`src/rtl/hazard_scoreboard_pkg.sv`:
```
// Shared constants, forward-select type and source-match helper for the hazard scoreboard.
package hazard_scoreboard_pkg;

    localparam int REG_IDX_W  = 5;
    localparam int CSR_ADDR_W = 12;
    localparam int NUM_REGS   = 32;

    typedef enum logic [1:0] {
        FWD_NONE = 2'd0,
        FWD_MEM  = 2'd1,
        FWD_WB   = 2'd2
    } fwd_sel_t;

    // MEM wins over WB because it holds the younger value of the register.
    function automatic fwd_sel_t fwd_pick(
        input logic                 used,
        input logic [REG_IDX_W-1:0] rs,
        input logic                 mem_ok,
        input logic [REG_IDX_W-1:0] mem_rd,
        input logic                 wb_ok,
        input logic [REG_IDX_W-1:0] wb_rd
    );
        if (!used || rs == '0) return FWD_NONE;
        if (mem_ok && rs == mem_rd) return FWD_MEM;
        if (wb_ok && rs == wb_rd) return FWD_WB;
        return FWD_NONE;
    endfunction

endpackage

```
`src/rtl/hazard_scoreboard_if.sv`:
```
// Pipeline-side bundle of the hazard scoreboard; CSR forwarding signals exist only
// when HAZARD_CSR_FWD_EN is defined.
interface hazard_scoreboard_if
    import hazard_scoreboard_pkg::*;
#(
    parameter int NSRC   = 2,
    parameter int MAX_LD = 4
);
    localparam int LDW = $clog2(MAX_LD) + 1;

    logic [NSRC*REG_IDX_W-1:0] id_rs;
    logic [NSRC-1:0]           id_rs_use;
    logic [NSRC-1:0]           id_bju_use;
    logic [NSRC*REG_IDX_W-1:0] ex_rs;
    logic [NSRC-1:0]           ex_rs_use;
    logic                      ex_rd_w_en;
    logic [REG_IDX_W-1:0]      ex_rd;
    logic                      ex_load;
    logic                      ex_fire;
    logic                      mem_rd_w_en;
    logic [REG_IDX_W-1:0]      mem_rd;
    logic                      mem_lsu_r_valid;
    logic                      wb_rd_w_en;
    logic [REG_IDX_W-1:0]      wb_rd;
    logic [NSRC-1:0]           ex_fwd_mem;
    logic [NSRC-1:0]           ex_fwd_wb;
    logic [NSRC-1:0]           id_fwd_mem;
    logic [NSRC-1:0]           id_fwd_wb;
    logic                      if_id_stall;
    logic                      ex_ld_stall;
    logic [LDW-1:0]            ld_cnt;
`ifdef HAZARD_CSR_FWD_EN
    logic                      ex_csr_use;
    logic [CSR_ADDR_W-1:0]     ex_csr_addr;
    logic                      mem_csr_w_en;
    logic [CSR_ADDR_W-1:0]     mem_csr_addr;
    logic                      ex_fwd_mem_csr;
`endif

    // Handshake: ex_fire advances the EX instruction (a load issues only if ex_ld_stall
    // is low); mem_lsu_r_valid marks the single cycle in which load data for mem_rd lands.
    modport master (
`ifdef HAZARD_CSR_FWD_EN
        output ex_csr_use, ex_csr_addr, mem_csr_w_en, mem_csr_addr,
        input  ex_fwd_mem_csr,
`endif
        output id_rs, id_rs_use, id_bju_use, ex_rs, ex_rs_use,
        output ex_rd_w_en, ex_rd, ex_load, ex_fire,
        output mem_rd_w_en, mem_rd, mem_lsu_r_valid, wb_rd_w_en, wb_rd,
        input  ex_fwd_mem, ex_fwd_wb, id_fwd_mem, id_fwd_wb,
        input  if_id_stall, ex_ld_stall, ld_cnt
    );

    modport slave (
`ifdef HAZARD_CSR_FWD_EN
        input  ex_csr_use, ex_csr_addr, mem_csr_w_en, mem_csr_addr,
        output ex_fwd_mem_csr,
`endif
        input  id_rs, id_rs_use, id_bju_use, ex_rs, ex_rs_use,
        input  ex_rd_w_en, ex_rd, ex_load, ex_fire,
        input  mem_rd_w_en, mem_rd, mem_lsu_r_valid, wb_rd_w_en, wb_rd,
        output ex_fwd_mem, ex_fwd_wb, id_fwd_mem, id_fwd_wb,
        output if_id_stall, ex_ld_stall, ld_cnt
    );

endinterface

```
`src/rtl/hazard_src_match.sv`:
```
// Match, forward and stall terms for one source operand (both EX-stage and ID-stage readers).
module hazard_src_match
    import hazard_scoreboard_pkg::*;
#(
    parameter int CNT_W = 2
)(
    input  logic [REG_IDX_W-1:0] id_rs,
    input  logic                 id_rs_use,
    input  logic                 id_bju_use,
    input  logic [REG_IDX_W-1:0] ex_rs,
    input  logic                 ex_rs_use,
    input  logic [CNT_W-1:0]     id_pend,
    input  logic                 ex_rd_w_en,
    input  logic [REG_IDX_W-1:0] ex_rd,
    input  logic                 ex_load,
    input  logic                 mem_ok,
    input  logic [REG_IDX_W-1:0] mem_rd,
    input  logic                 ret,
    input  logic                 wb_rd_w_en,
    input  logic [REG_IDX_W-1:0] wb_rd,
    output fwd_sel_t             ex_sel,
    output fwd_sel_t             id_sel,
    output logic                 stall
);
    logic id_used;
    logic ex_hit;
    logic pend_busy;

    assign id_used = (id_rs_use | id_bju_use) & (id_rs != '0);
    assign ex_hit  = ex_rd_w_en & (id_rs == ex_rd);

    // The last outstanding load returning this cycle is caught by the MEM forward path.
    assign pend_busy = (id_pend != '0) &
                       ~((id_pend == CNT_W'(1)) & ret & (mem_rd == id_rs));

    assign stall = id_used & (pend_busy | (ex_hit & ex_load) | (ex_hit & id_bju_use));

    assign ex_sel = fwd_pick(ex_rs_use, ex_rs, mem_ok, mem_rd, wb_rd_w_en, wb_rd);
    assign id_sel = fwd_pick(id_bju_use, id_rs, mem_ok, mem_rd, wb_rd_w_en, wb_rd);

endmodule

```
`src/rtl/hazard_scoreboard.sv`:
```
// Register hazard scoreboard: per-register pending-load counters, forwarding selects and
// stalls. Optional CSR MEM->EX forwarding under HAZARD_CSR_FWD_EN.
module hazard_scoreboard
    import hazard_scoreboard_pkg::*;
#(
    parameter int NSRC   = 2,
    parameter int MAX_LD = 4,
    parameter int CNT_W  = 2
)(
    input  logic              clk,
    input  logic              rst,
    hazard_scoreboard_if.slave bus
);
    localparam int             LDW     = $clog2(MAX_LD) + 1;
    localparam logic [LDW-1:0] LD_FULL = LDW'(MAX_LD);

    logic [CNT_W-1:0]    pend [NUM_REGS];
    logic [LDW-1:0]      ld_cnt_q;
    logic                ld_full;
    logic                ld_stall;
    logic                issue;
    logic                ret;
    logic                mem_ok;
    logic [NUM_REGS-1:0] inc_vec;
    logic [NUM_REGS-1:0] dec_vec;
    logic [NSRC-1:0]     src_stall;
    fwd_sel_t            ex_sel [NSRC];
    fwd_sel_t            id_sel [NSRC];

    assign ld_full  = (ld_cnt_q == LD_FULL);
    assign ld_stall = bus.ex_load & ((pend[bus.ex_rd] == '1) | ld_full);
    assign issue    = bus.ex_fire & bus.ex_load & bus.ex_rd_w_en & (bus.ex_rd != '0) & ~ld_stall;
    assign ret      = bus.mem_lsu_r_valid & bus.mem_rd_w_en & (bus.mem_rd != '0);

    // An in-flight load to mem_rd has no data to forward until its return cycle.
    assign mem_ok = bus.mem_rd_w_en & ((pend[bus.mem_rd] == '0) | bus.mem_lsu_r_valid);

    always_comb begin
        inc_vec = '0;
        dec_vec = '0;
        if (issue) inc_vec[bus.ex_rd] = 1'b1;
        if (ret)   dec_vec[bus.mem_rd] = 1'b1;
    end

    always_ff @(posedge clk) begin
        if (rst) begin
            for (int r = 0; r < NUM_REGS; r++) pend[r] <= '0;
            ld_cnt_q <= '0;
        end else begin
            for (int r = 0; r < NUM_REGS; r++) begin
                if (inc_vec[r] && !dec_vec[r])
                    pend[r] <= pend[r] + 1'b1;
                else if (dec_vec[r] && !inc_vec[r] && pend[r] != '0)
                    pend[r] <= pend[r] - 1'b1;
            end
            if (issue && !ret && !ld_full)
                ld_cnt_q <= ld_cnt_q + 1'b1;
            else if (ret && !issue && ld_cnt_q != '0)
                ld_cnt_q <= ld_cnt_q - 1'b1;
        end
    end

    for (genvar i = 0; i < NSRC; i++) begin : g_src
        hazard_src_match #(.CNT_W(CNT_W)) u_match (
            .id_rs      (bus.id_rs[REG_IDX_W*i +: REG_IDX_W]),
            .id_rs_use  (bus.id_rs_use[i]),
            .id_bju_use (bus.id_bju_use[i]),
            .ex_rs      (bus.ex_rs[REG_IDX_W*i +: REG_IDX_W]),
            .ex_rs_use  (bus.ex_rs_use[i]),
            .id_pend    (pend[bus.id_rs[REG_IDX_W*i +: REG_IDX_W]]),
            .ex_rd_w_en (bus.ex_rd_w_en),
            .ex_rd      (bus.ex_rd),
            .ex_load    (bus.ex_load),
            .mem_ok     (mem_ok),
            .mem_rd     (bus.mem_rd),
            .ret        (ret),
            .wb_rd_w_en (bus.wb_rd_w_en),
            .wb_rd      (bus.wb_rd),
            .ex_sel     (ex_sel[i]),
            .id_sel     (id_sel[i]),
            .stall      (src_stall[i])
        );
        assign bus.ex_fwd_mem[i] = (ex_sel[i] == FWD_MEM);
        assign bus.ex_fwd_wb[i]  = (ex_sel[i] == FWD_WB);
        assign bus.id_fwd_mem[i] = (id_sel[i] == FWD_MEM);
        assign bus.id_fwd_wb[i]  = (id_sel[i] == FWD_WB);
    end

    assign bus.if_id_stall = |src_stall;
    assign bus.ex_ld_stall = ld_stall;
    // Count reads as zero while reset is held, not only after the clearing edge.
    assign bus.ld_cnt      = rst ? '0 : ld_cnt_q;

`ifdef HAZARD_CSR_FWD_EN
    assign bus.ex_fwd_mem_csr = bus.ex_csr_use & bus.mem_csr_w_en &
                                (bus.ex_csr_addr == bus.mem_csr_addr);
`else
    // CSR reads take the architectural value; no CSR bypass path.
`endif

endmodule

```
`src/flat_wrapper.sv`:
```
// flat-port wrapper written by rule: the top's interface ports become plain ports
module hazard_scoreboard_flat import hazard_scoreboard_pkg::*;
#(
    parameter int NSRC   = 2,
    parameter int MAX_LD = 4,
    parameter int CNT_W  = 2
)
  (clk, rst, bus_id_rs, bus_id_rs_use, bus_id_bju_use, bus_ex_rs, bus_ex_rs_use, bus_ex_rd_w_en, bus_ex_rd, bus_ex_load, bus_ex_fire, bus_mem_rd_w_en, bus_mem_rd, bus_mem_lsu_r_valid, bus_wb_rd_w_en, bus_wb_rd, bus_ex_fwd_mem, bus_ex_fwd_wb, bus_id_fwd_mem, bus_id_fwd_wb, bus_if_id_stall, bus_ex_ld_stall, bus_ld_cnt);
  hazard_scoreboard_if #(.NSRC(NSRC), .MAX_LD(MAX_LD)) bus_i ();
  input  logic clk;
  input  logic rst;
  input wire logic [$bits(bus_i.id_rs)-1:0] bus_id_rs;
  input wire logic [$bits(bus_i.id_rs_use)-1:0] bus_id_rs_use;
  input wire logic [$bits(bus_i.id_bju_use)-1:0] bus_id_bju_use;
  input wire logic [$bits(bus_i.ex_rs)-1:0] bus_ex_rs;
  input wire logic [$bits(bus_i.ex_rs_use)-1:0] bus_ex_rs_use;
  input wire logic [$bits(bus_i.ex_rd_w_en)-1:0] bus_ex_rd_w_en;
  input wire logic [$bits(bus_i.ex_rd)-1:0] bus_ex_rd;
  input wire logic [$bits(bus_i.ex_load)-1:0] bus_ex_load;
  input wire logic [$bits(bus_i.ex_fire)-1:0] bus_ex_fire;
  input wire logic [$bits(bus_i.mem_rd_w_en)-1:0] bus_mem_rd_w_en;
  input wire logic [$bits(bus_i.mem_rd)-1:0] bus_mem_rd;
  input wire logic [$bits(bus_i.mem_lsu_r_valid)-1:0] bus_mem_lsu_r_valid;
  input wire logic [$bits(bus_i.wb_rd_w_en)-1:0] bus_wb_rd_w_en;
  input wire logic [$bits(bus_i.wb_rd)-1:0] bus_wb_rd;
  output wire logic [$bits(bus_i.ex_fwd_mem)-1:0] bus_ex_fwd_mem;
  output wire logic [$bits(bus_i.ex_fwd_wb)-1:0] bus_ex_fwd_wb;
  output wire logic [$bits(bus_i.id_fwd_mem)-1:0] bus_id_fwd_mem;
  output wire logic [$bits(bus_i.id_fwd_wb)-1:0] bus_id_fwd_wb;
  output wire logic [$bits(bus_i.if_id_stall)-1:0] bus_if_id_stall;
  output wire logic [$bits(bus_i.ex_ld_stall)-1:0] bus_ex_ld_stall;
  output wire logic [$bits(bus_i.ld_cnt)-1:0] bus_ld_cnt;
  assign bus_i.id_rs = bus_id_rs;
  assign bus_i.id_rs_use = bus_id_rs_use;
  assign bus_i.id_bju_use = bus_id_bju_use;
  assign bus_i.ex_rs = bus_ex_rs;
  assign bus_i.ex_rs_use = bus_ex_rs_use;
  assign bus_i.ex_rd_w_en = bus_ex_rd_w_en;
  assign bus_i.ex_rd = bus_ex_rd;
  assign bus_i.ex_load = bus_ex_load;
  assign bus_i.ex_fire = bus_ex_fire;
  assign bus_i.mem_rd_w_en = bus_mem_rd_w_en;
  assign bus_i.mem_rd = bus_mem_rd;
  assign bus_i.mem_lsu_r_valid = bus_mem_lsu_r_valid;
  assign bus_i.wb_rd_w_en = bus_wb_rd_w_en;
  assign bus_i.wb_rd = bus_wb_rd;
  assign bus_ex_fwd_mem = bus_i.ex_fwd_mem;
  assign bus_ex_fwd_wb = bus_i.ex_fwd_wb;
  assign bus_id_fwd_mem = bus_i.id_fwd_mem;
  assign bus_id_fwd_wb = bus_i.id_fwd_wb;
  assign bus_if_id_stall = bus_i.if_id_stall;
  assign bus_ex_ld_stall = bus_i.ex_ld_stall;
  assign bus_ld_cnt = bus_i.ld_cnt;
  hazard_scoreboard #(.NSRC(NSRC), .MAX_LD(MAX_LD), .CNT_W(CNT_W)) u_core (.clk(clk), .rst(rst), .bus(bus_i));
endmodule
```
`config.mk`:
```
export PLATFORM = sky130hd
export DESIGN_NAME = hazard_scoreboard_flat
export DESIGN_NICKNAME = d
export VERILOG_FILES = /design/src/rtl/hazard_scoreboard_pkg.sv /design/src/rtl/hazard_scoreboard_if.sv /design/src/rtl/hazard_src_match.sv /design/src/rtl/hazard_scoreboard.sv /design/src/flat_wrapper.sv
export SDC_FILE = /design/constraint.sdc
export NUM_CORES = 1
export LEC_CHECK = 0
export BUFFER_PORTS_ARGS = -buffer_cell sky130_fd_sc_hd__buf_2
export CAP_MARGIN = 10
export CORE_MARGIN = 2
export CORE_UTILIZATION = 67
export CTS_CLUSTER_DIAMETER = 200
export DETAILED_ROUTE_END_ITERATION = 16
export PLACE_DENSITY = 0.88
export REMOVE_ABC_BUFFERS = 1
export SETUP_SLACK_MARGIN = 0.05
export SLEW_MARGIN = 20
export SYNTH_ARGS = -nofsm -noshare
export SYNTH_HDL_FRONTEND = slang
export SYNTH_SLANG_ARGS = --single-unit
export TNS_END_PERCENT = 5
```
`constraint.sdc`:
```
create_clock -name clk -period 11.1 [get_ports clk]
set_clock_uncertainty 0.2 [all_clocks]
set_input_delay 1.11 -clock clk [delete_from_list [all_inputs] [get_ports clk]]
set_output_delay 1.11 -clock clk [all_outputs]
set_load 0.03 [all_outputs]
```
# Yosys cells after proc, flatten, opt, wreduce, memory -nomap -nowiden

Memory sizes are Yosys's and may differ from the RTL's.
Cells that the tools add are included.

Flip-flop bits (word level): 3
RAM bits: 64
Input bits: 49
Memories kept: 1

Memories:

| memory      | depth | width | read ports | clocked after memory_dff | write ports | RTL line                | RTL |
|---|---|---|---|---|---|---|---|
| u_core.pend | 32    | 2     | 36         | 0                        | 32          | hazard_scoreboard.sv:17 | `logic [CNT_W-1:0] pend [NUM_REGS];` |

$add $sub $neg: 66
Magnitude comparators: 4
Equal/unequal tests: 24
Multiplexer cells: 347
Bitwise operators: 99
Reductions and logical operators: 231

Operators with widths:

| operator              | count |
|---|---|
| $mux W1               | 252 |
| $mux W2               | 88 |
| $logic_and A1 B1 Y1   | 110 |
| $or A1 B1 Y1          | 72 |
| $logic_not A1 Y1      | 71 |
| $reduce_bool A2 Y1    | 35 |
| $add A2 B1 Y2 const B | 32 |
| $mux W32              | 2 |
| $sub A2 B1 Y2 const B | 32 |
| $eq A5 B5 Y1          | 12 |
| $and A1 B1 Y1         | 24 |
| $logic_not A5 Y1      | 4 |
| $reduce_bool A5 Y1    | 4 |
| $eq A2 B1 Y1 const B  | 6 |
| $lt A5 B6 Y1 const B  | 2 |
| $demux W1 S5          | 2 |
| $eq A2 B2 Y1 const B  | 5 |
| $ge A5 B1 Y1 const B  | 2 |
| $mux W3               | 3 |
| $logic_or A1 B1 Y1    | 4 |
| $add A3 B1 Y3 const B | 1 |
| $eq A3 B3 Y1 const B  | 1 |
| $not A1 Y1            | 3 |
| $reduce_bool A3 Y1    | 1 |
| other kinds (3)       | 3 |

# Longest topological paths before layout

Gate-level depths: netlist of the first run.
An unclocked memory read counts as a cell.

Depth after elaboration: 15
Gate-level depth with buffers: 15
Depth with buffers taken out: 11

# Cells and area by module

Synthesis of the first run repeated with hierarchy kept, for this count alone.

Cells, all modules: 800
Area, all modules: 7362.1 µm²

By module, submodules not included:

| module            | instances | cells each | area an instance (µm²) | sequential area each (µm²) |
|---|---|---|---|---|
| hazard_scoreboard | 1         | 694        | 6606.3                 | 1981.9 |
| hazard_src_match  | 2         | 53         | 377.9                  | 0.0 |

# Worst setup path after synthesis of the first run

No wires, ideal clock.

Kind: input to output
Start: input bus_id_rs[0]
End: output bus_if_id_stall
Arrival: 3576 ps
Path slack: 6214 ps
Stages on the path: 8
Path buffers: 2
Cell sequence: buf_1 -> buf_2 -> mux4_2 -> mux4_2 -> mux2i_1 -> nand3_1 -> o211ai_1 -> o21ai_0

Cells in the longest elaborated chain, start to end: 10

RTL lines:

| item                        | RTL line                | RTL |
|---|---|---|
| from (decl)                 | flat_wrapper.sv:12      | `input wire logic [$bits(bus_i.id_rs)-1:0] bus_id_rs;` |
| $mem_v2 Z32 W2              | -                       |  |
| $eq A2 B1 Y1                | hazard_src_match.sv:34  | `~((id_pend == CNT_W'(1)) & ret & (mem_rd == id_rs));` |
| $and A1 B1 Y1 (2 in series) | hazard_src_match.sv:34  |  |
| $not A1 Y1                  | hazard_src_match.sv:34  |  |
| $and A1 B1 Y1               | hazard_src_match.sv:33  | `assign pend_busy = (id_pend != '0) &` |
| $or A1 B1 Y1 (2 in series)  | hazard_src_match.sv:36  | `assign stall = id_used & (pend_busy \| (ex_hit & ex_load) \| (ex_hit & id_bju_use));` |
| $and A1 B1 Y1 *             | hazard_src_match.sv:36  |  |
| $reduce_or A2 Y1 *          | hazard_scoreboard.sv:89 | `assign bus.if_id_stall = \|src_stall;` |
| to (decl)                   | flat_wrapper.sv:30      | `output wire logic [$bits(bus_i.if_id_stall)-1:0] bus_if_id_stall;` |

Every way passes the cells marked *; elsewhere a longest branch is shown, timed or not.

# Final worst setup path of the first run

Start: input bus_mem_rd[3]
End: output bus_ex_fwd_wb[0]

Cells in the longest elaborated chain, start to end: 11

RTL lines:

| item                  | RTL line                    | RTL |
|---|---|---|
| from (decl)           | flat_wrapper.sv:22          | `input wire logic [$bits(bus_i.mem_rd)-1:0] bus_mem_rd;` |
| $mem_v2 Z32 W2        | -                           |  |
| $logic_not A2 Y1      | hazard_scoreboard.sv:36     | `assign mem_ok = bus.mem_rd_w_en & ((pend[bus.mem_rd] == '0) \| bus.mem_lsu_r_valid);` |
| $or A1 B1 Y1          | hazard_scoreboard.sv:36     |  |
| $and A1 B1 Y1         | hazard_scoreboard.sv:36     |  |
| $logic_and A1 B1 Y1 * | hazard_scoreboard_pkg.sv:24 | `if (mem_ok && rs == mem_rd) return FWD_MEM;` |
| $mux W2               | hazard_scoreboard_pkg.sv:24 |  |
| $mux W2               | hazard_scoreboard_pkg.sv:25 | `if (wb_ok && rs == wb_rd) return FWD_WB;` |
| $mux W2               | hazard_scoreboard_pkg.sv:26 | `return FWD_NONE;` |
| $mux W2 *             | hazard_scoreboard_pkg.sv:25 |  |
| $mux W2 *             | hazard_scoreboard_pkg.sv:24 |  |
| $eq A2 B2 Y1 *        | hazard_scoreboard.sv:84     | `assign bus.ex_fwd_wb[i] = (ex_sel[i] == FWD_WB);` |
| to (decl)             | flat_wrapper.sv:27          | `output wire logic [$bits(bus_i.ex_fwd_wb)-1:0] bus_ex_fwd_wb;` |

Every way passes the cells marked *; elsewhere a longest branch is shown, timed or not. The select of a mux whose other input is x is not followed.

==> summary.txt, run 1 <==
max-slew violations - 0
Core Area - 10800 µm²
CP max FO - 16
Syn Area/Cell - 9.42 µm²
met2 WL - 10200 µm
first-pass GRT wire length - 36400 µm
total number of vias - 7194
peak supply drop - 0.0000859 V
CTS Hold Bufs - 0
Worst Reg-to-Reg Cells - 7
RSZ-0062 raised after global routing - no
DRC viols - 0
height of the die - 109 µm
io pins - 62
final period utilization - 48.0%
EDFF count, synth - 64
Synth Instances - 780
Worst Path Arrival - 4020 ps
CP Launch Type - primary input
sequential area share after synthesis - 27.0%
row count - 38
Yosys reg bits - 67
Top FF cell, synth - edfxtp_1
1st-iter DRT viols - 1157
post-placement cell area - 7650 µm²
Die ar. - 11800 µm²
synth cell count leaders - 73 x nand2_1, 67 x nor2_1, 64 x edfxtp_1
top cells by area, synth - edfxtp_1 26%, mux4_2 15%, xor2_1 6.9%
CTS tree - built
setup TNS - 0 ps
HP Class - reg2reg
Slew @ Worst Pin - 1050 ps
Lkg Pwr - 2.83 nW
root buffer cell - clkbuf_8
drt pass-1 iters - 8
Synth async-reset ratio - 0%
YS warnings - 0
worst-skew pair later-pin latency - 380 ps
Synth top area share - 26.2%
antenna violations before repair - 0
ANT cells - 0
HPWL after DPL - 16800 µm
CP Capture Type - primary output
Area Overhead vs Synth - 6.23%
post-route setup slack - 5770 ps
IO Port Bufs - 61
share of cells above drive strength 1 - 21.3%
Worst EP required - 9790 ps
H-Tree Depth - 3
largest net degree at the start of global routing - 70
normalized max-slew margin - 29.9%
vias in the first global route - 6772
DP Worst Slack - 5580 ps
outcome - completed
met3 WL - 3830 µm
CTS max path bufs - 2
total congestion overflow - 0
most instantiated library cell after synthesis - nand2_1
Synth cell types - 69
clock tree sinks - 67
Chip Width - 109 µm
routed length per instance - 25.2 µm
post-route ant nets - 0
Tmin final - 5330 ps
NumNets Final - 855
hold-critical path depth - 2
PD cells - 92.2 nW/µm²
maximum clock rate - 0.188 GHz
cts repair resizes - 0
endpoints failing hold - 0
Initial Utilization - 68.1%
post-route cell area - 7810 µm²
routability congestion estimate - 1.01
gr usage total - 41.0%
clock-pin slew on the worst setup and hold paths - 80 ps
metal1 wirelength - 8460 µm
Setup Fix Bufs, Post-CTS - 0
Via density - 7.58
cell taking the most area after synthesis - edfxtp_1
critical path class - in2out
Final setup viols - 0
max layer used - met4
final WL - 23900 µm
TritonCTS buffer count - 9
Mapped Area - 7350 µm²
Max Cap Viol - 0
Fill cells - 811
## worst max-delay path: stages
cell and delay, ps:
buf_2 360, nor3b_1 720, o211ai_1 360, a31oi_1 830, nor3_1 150, nor3_1 230, buf_2 230
## routing by layer
layer	GRT usage (%)	vias up
met5	0	-
met1	51.4	3305
li1	-	3054
met4	22.0	0
met2	62.0	696
met3	14.8	139
## power by group
part,internal [W],switching [W]
clock network,0.0000790,0.000103
registers,0.000294,0.0000290
logic,0.0000881,0.000126
## path summary, 6_finish.rpt
kind	from	slack, ps	to
worst max-delay path	bus_mem_rd[3]	5770	bus_ex_fwd_wb[0]
worst min register to register	u_core.ld_cnt_q[2]	460	u_core.ld_cnt_q[2]
worst min-delay path	u_core.ld_cnt_q[2]	460	u_core.ld_cnt_q[2]
worst max register to register	u_core.pend[31][0]	6720	u_core.pend[13][1]
## state kept, by name, summed over array words and instances (netlist names)
register,count
u_core.ld_cnt_q,3
u_core.pend,64
## metrics by stage
stage	total power [W]	std cells	util [%]	hold slack (ps)
final	0.000720	949	72.3	459
after global routing	0.000741	949	72.3	482
after CTS	0.000712	949	72.3	451
after detailed placement	0.000533	933	70.8	440
after global placement	0.000524	933	70.8	426
after floorplan	0.000448	725	-	379
## logic make-up (layout without fill, tap and decap cells)
group / count (synthesis) / after routing / synth area share [%]
buf+inv: 62 / 90 / 3.63
xor+xnor: 81 / 81 / 9.65
mux: 93 / 93 / 21.0
simple gates: 310 / 310 / 21.1
compound gates: 164 / 164 / 17.1
fa+ha+maj: 2 / 2 / 0.443
flops: 67 / 67 / 27.0
other cells: 1 / 2 / 0.0510
## area by class of cell
class / count / area (µm²) / area share (%)
well taps: 140 / 175 / 2.24
flip-flops and latches: 67 / 1980 / 25.4
clock inverters: 6 / 32.5 / 0.417
multi-input cells: 652 / 5110 / 65.4
inverters: 6 / 22.5 / 0.289
clock buffers: 10 / 128 / 1.63
repair buffers: 68 / 358 / 4.58
## cells in the final DEF, fill, tap and decap left out, types with 7 or more instances in the layout
master	count
nand2_1	73
nor2_1	67
edfxtp_1	64
buf_2	61
xor2_1	58
mux4_2	48
nand3_1	38
a21oi_1	37
mux2i_1	33
nor3_1	33
o21ai_0	28
xnor2_1	23
or3_1	20
and3_1	16
a211oi_1	12
mux2_2	11
a21o_1	11
o211ai_1	11
a211o_1	10
nor4_1	9
clkbuf_8	9
nor2b_1	8
nor3b_1	7
buf_4	7
No activity file was read; power rests on OpenSTA's default activity.
==> run 2, diff against run 1 <==
- CORE_UTILIZATION: 67 -> 56
- PLACE_DENSITY: 0.88 -> 0.78
- clock period: 11.1 -> 4.6 ns (I/O delays scaled with it)
==> summary.txt, run 2 (synthesis gave the netlist of run 1 again) <==
Slew @ Worst Pin - 1080 ps
Worst EP required - 3940 ps
Max Cap Viol - 0
largest net degree at the start of global routing - 49
share of cells above drive strength 1 - 21.8%
endpoints failing hold - 0
io pins - 62
max reg flops - 64
Die ar. - 14100 µm²
total congestion overflow - 0
Final setup viols - 0
max-slew violations - 0
Most flops, register - u_core.pend
R2R Setup Slk - 790 ps
Tot Pwr - 0.00192 W
Internal - 0.00128 W
Initial Utilization - 57.8%
CP max FO - 8
Fill cells - 1034
registers with the most flip-flops - u_core.pend: 64 flops, u_core.ld_cnt_q: 3 flops
clock-pin slew on the worst setup and hold paths - 50 ps
Sw Pwr - 0.000637 W
CTS max path bufs - 2
drt pass-1 iters - 6
Chip Width - 119 µm
outcome - completed
Placed Instances - 975
vias in the first global route - 6901
final period utilization - 87.4%
HP Class - in2reg
ANT cells - 0
root buffer cell - clkbuf_16
CP Capture Type - primary output
Setup Fix Bufs, Post-CTS - 0
maximum clock rate - 0.249 GHz
Core Area - 12700 µm²
row count - 41
CTS Hold Bufs - 0
Lkg Pwr - 2.91 nW
IO Port Bufs - 61
cts repair resizes - 0
commonest non-fill, non-tap cell in the layout - nand2_1
HPWL after DPL - 17100 µm
Worst Path Arrival - 3360 ps
1st-iter DRT viols - 1247
Via density - 7.28
CP Launch Type - register
routability congestion estimate - 1.04
setup TNS - 0 ps
total number of vias - 7199
end of the critical path - bus_ex_fwd_mem[0]
PD cells - 240 nW/µm²
non-filler cells, final - 989
Tmin final - 4020 ps
height of the die - 119 µm
normalized max-slew margin - 27.5%
NumNets Final - 865
Worst Reg-to-Reg Cells - 10
DRC viols - 0
Flop pwr share - 40.7%
most frequent cells in the layout - 73 x nand2_1, 67 x nor2_1, 64 x edfxtp_1
RSZ-0062 raised after global routing - no
clock tree sinks - 67
final WL - 23900 µm
Area Overhead vs Synth - 8.94%
r2r endpoint - u_core.ld_cnt_q[2]
worst-skew pair later-pin latency - 360 ps
first-pass GRT wire length - 37100 µm
sw frac - 33.2%
critical path class - reg2out
TritonCTS buffer count - 9
routed length per instance - 24.2 µm
R2R Path Start - u_core.pend[16][1]
antenna violations before repair - 0
H-Tree Depth - 3
Clk pwr share - 32.1%
CTS tree - built
combinational power share - 27.2%
Critical Path Start - u_core.pend[19][1]
gr usage total - 34.1%
peak supply drop - 0.000179 V
post-route ant nets - 0
-- run 2: layout make-up --
type | count | area [µm²] | area share, %
tap | 172 | 215 | 2.69
timing repair buffer | 78 | 433 | 5.41
inverter | 6 | 22.5 | 0.281
sequential | 67 | 1980 | 24.8
clock inverter | 4 | 20.0 | 0.250
multi-input combinational | 652 | 5100 | 63.8
clock buffer | 10 | 229 | 2.86
-- run 2: worst min path at each step --
stage	startpoint	to	slack, ps	depth (start not counted)
after floorplan	rst	u_core.ld_cnt_q[2]	330	1
after global placement	u_core.ld_cnt_q[1]	u_core.ld_cnt_q[1]	420	2
after detailed placement	u_core.ld_cnt_q[2]	u_core.ld_cnt_q[2]	440	2
after CTS	rst	u_core.ld_cnt_q[2]	390	3
after global routing	rst	u_core.ld_cnt_q[2]	410	3
final	rst	u_core.ld_cnt_q[2]	400	3
-- run 2: power by group through the flow --
stage / clock network [W] / logic (W) / registers, W
after floorplan: 0 / 0.000320 / 0.000762
final: 0.000616 / 0.000523 / 0.000781
after CTS: 0.000620 / 0.000508 / 0.000776
after global routing: 0.000643 / 0.000553 / 0.000784
after detailed placement: 0 / 0.000504 / 0.000788
after global placement: 0 / 0.000484 / 0.000784
-- run 2: per-layer routing --
| layer | global-route usage [%] | vias up | wire length (µm) |
|---|---|---|---|
| li1 | - | 3067 | - |
| met1 | 43.9 | 3378 | 8520 |
| met2 | 50.7 | 635 | 10400 |
| met3 | 10.2 | 119 | 3600 |
| met4 | 20.3 | 0 | 1350 |
| met5 | 0 | - | 0 |
-- run 2: per-stage QoR --
step / hold WS (ps) / utilization (%) / setup slack, ps / instance area [µm²]
floorplan: 332 / - / 766 / 7110
global placement: 417 / 61.0 / 578 / 7760
detailed placement: 443 / 61.0 / 472 / 7760
CTS: 388 / 62.9 / 744 / 8010
global route: 414 / 62.9 / 514 / 8010
finish: 401 / 62.9 / 579 / 8010
-- run 2: critical path, cell delays in order (launching register included) --
cell	delay, ps
edfxtp_1	510
nor2_1	170
nand2_1	80
o311a_1	150
o311ai_0	830
a31oi_1	560
nor4_1	440
buf_2	260
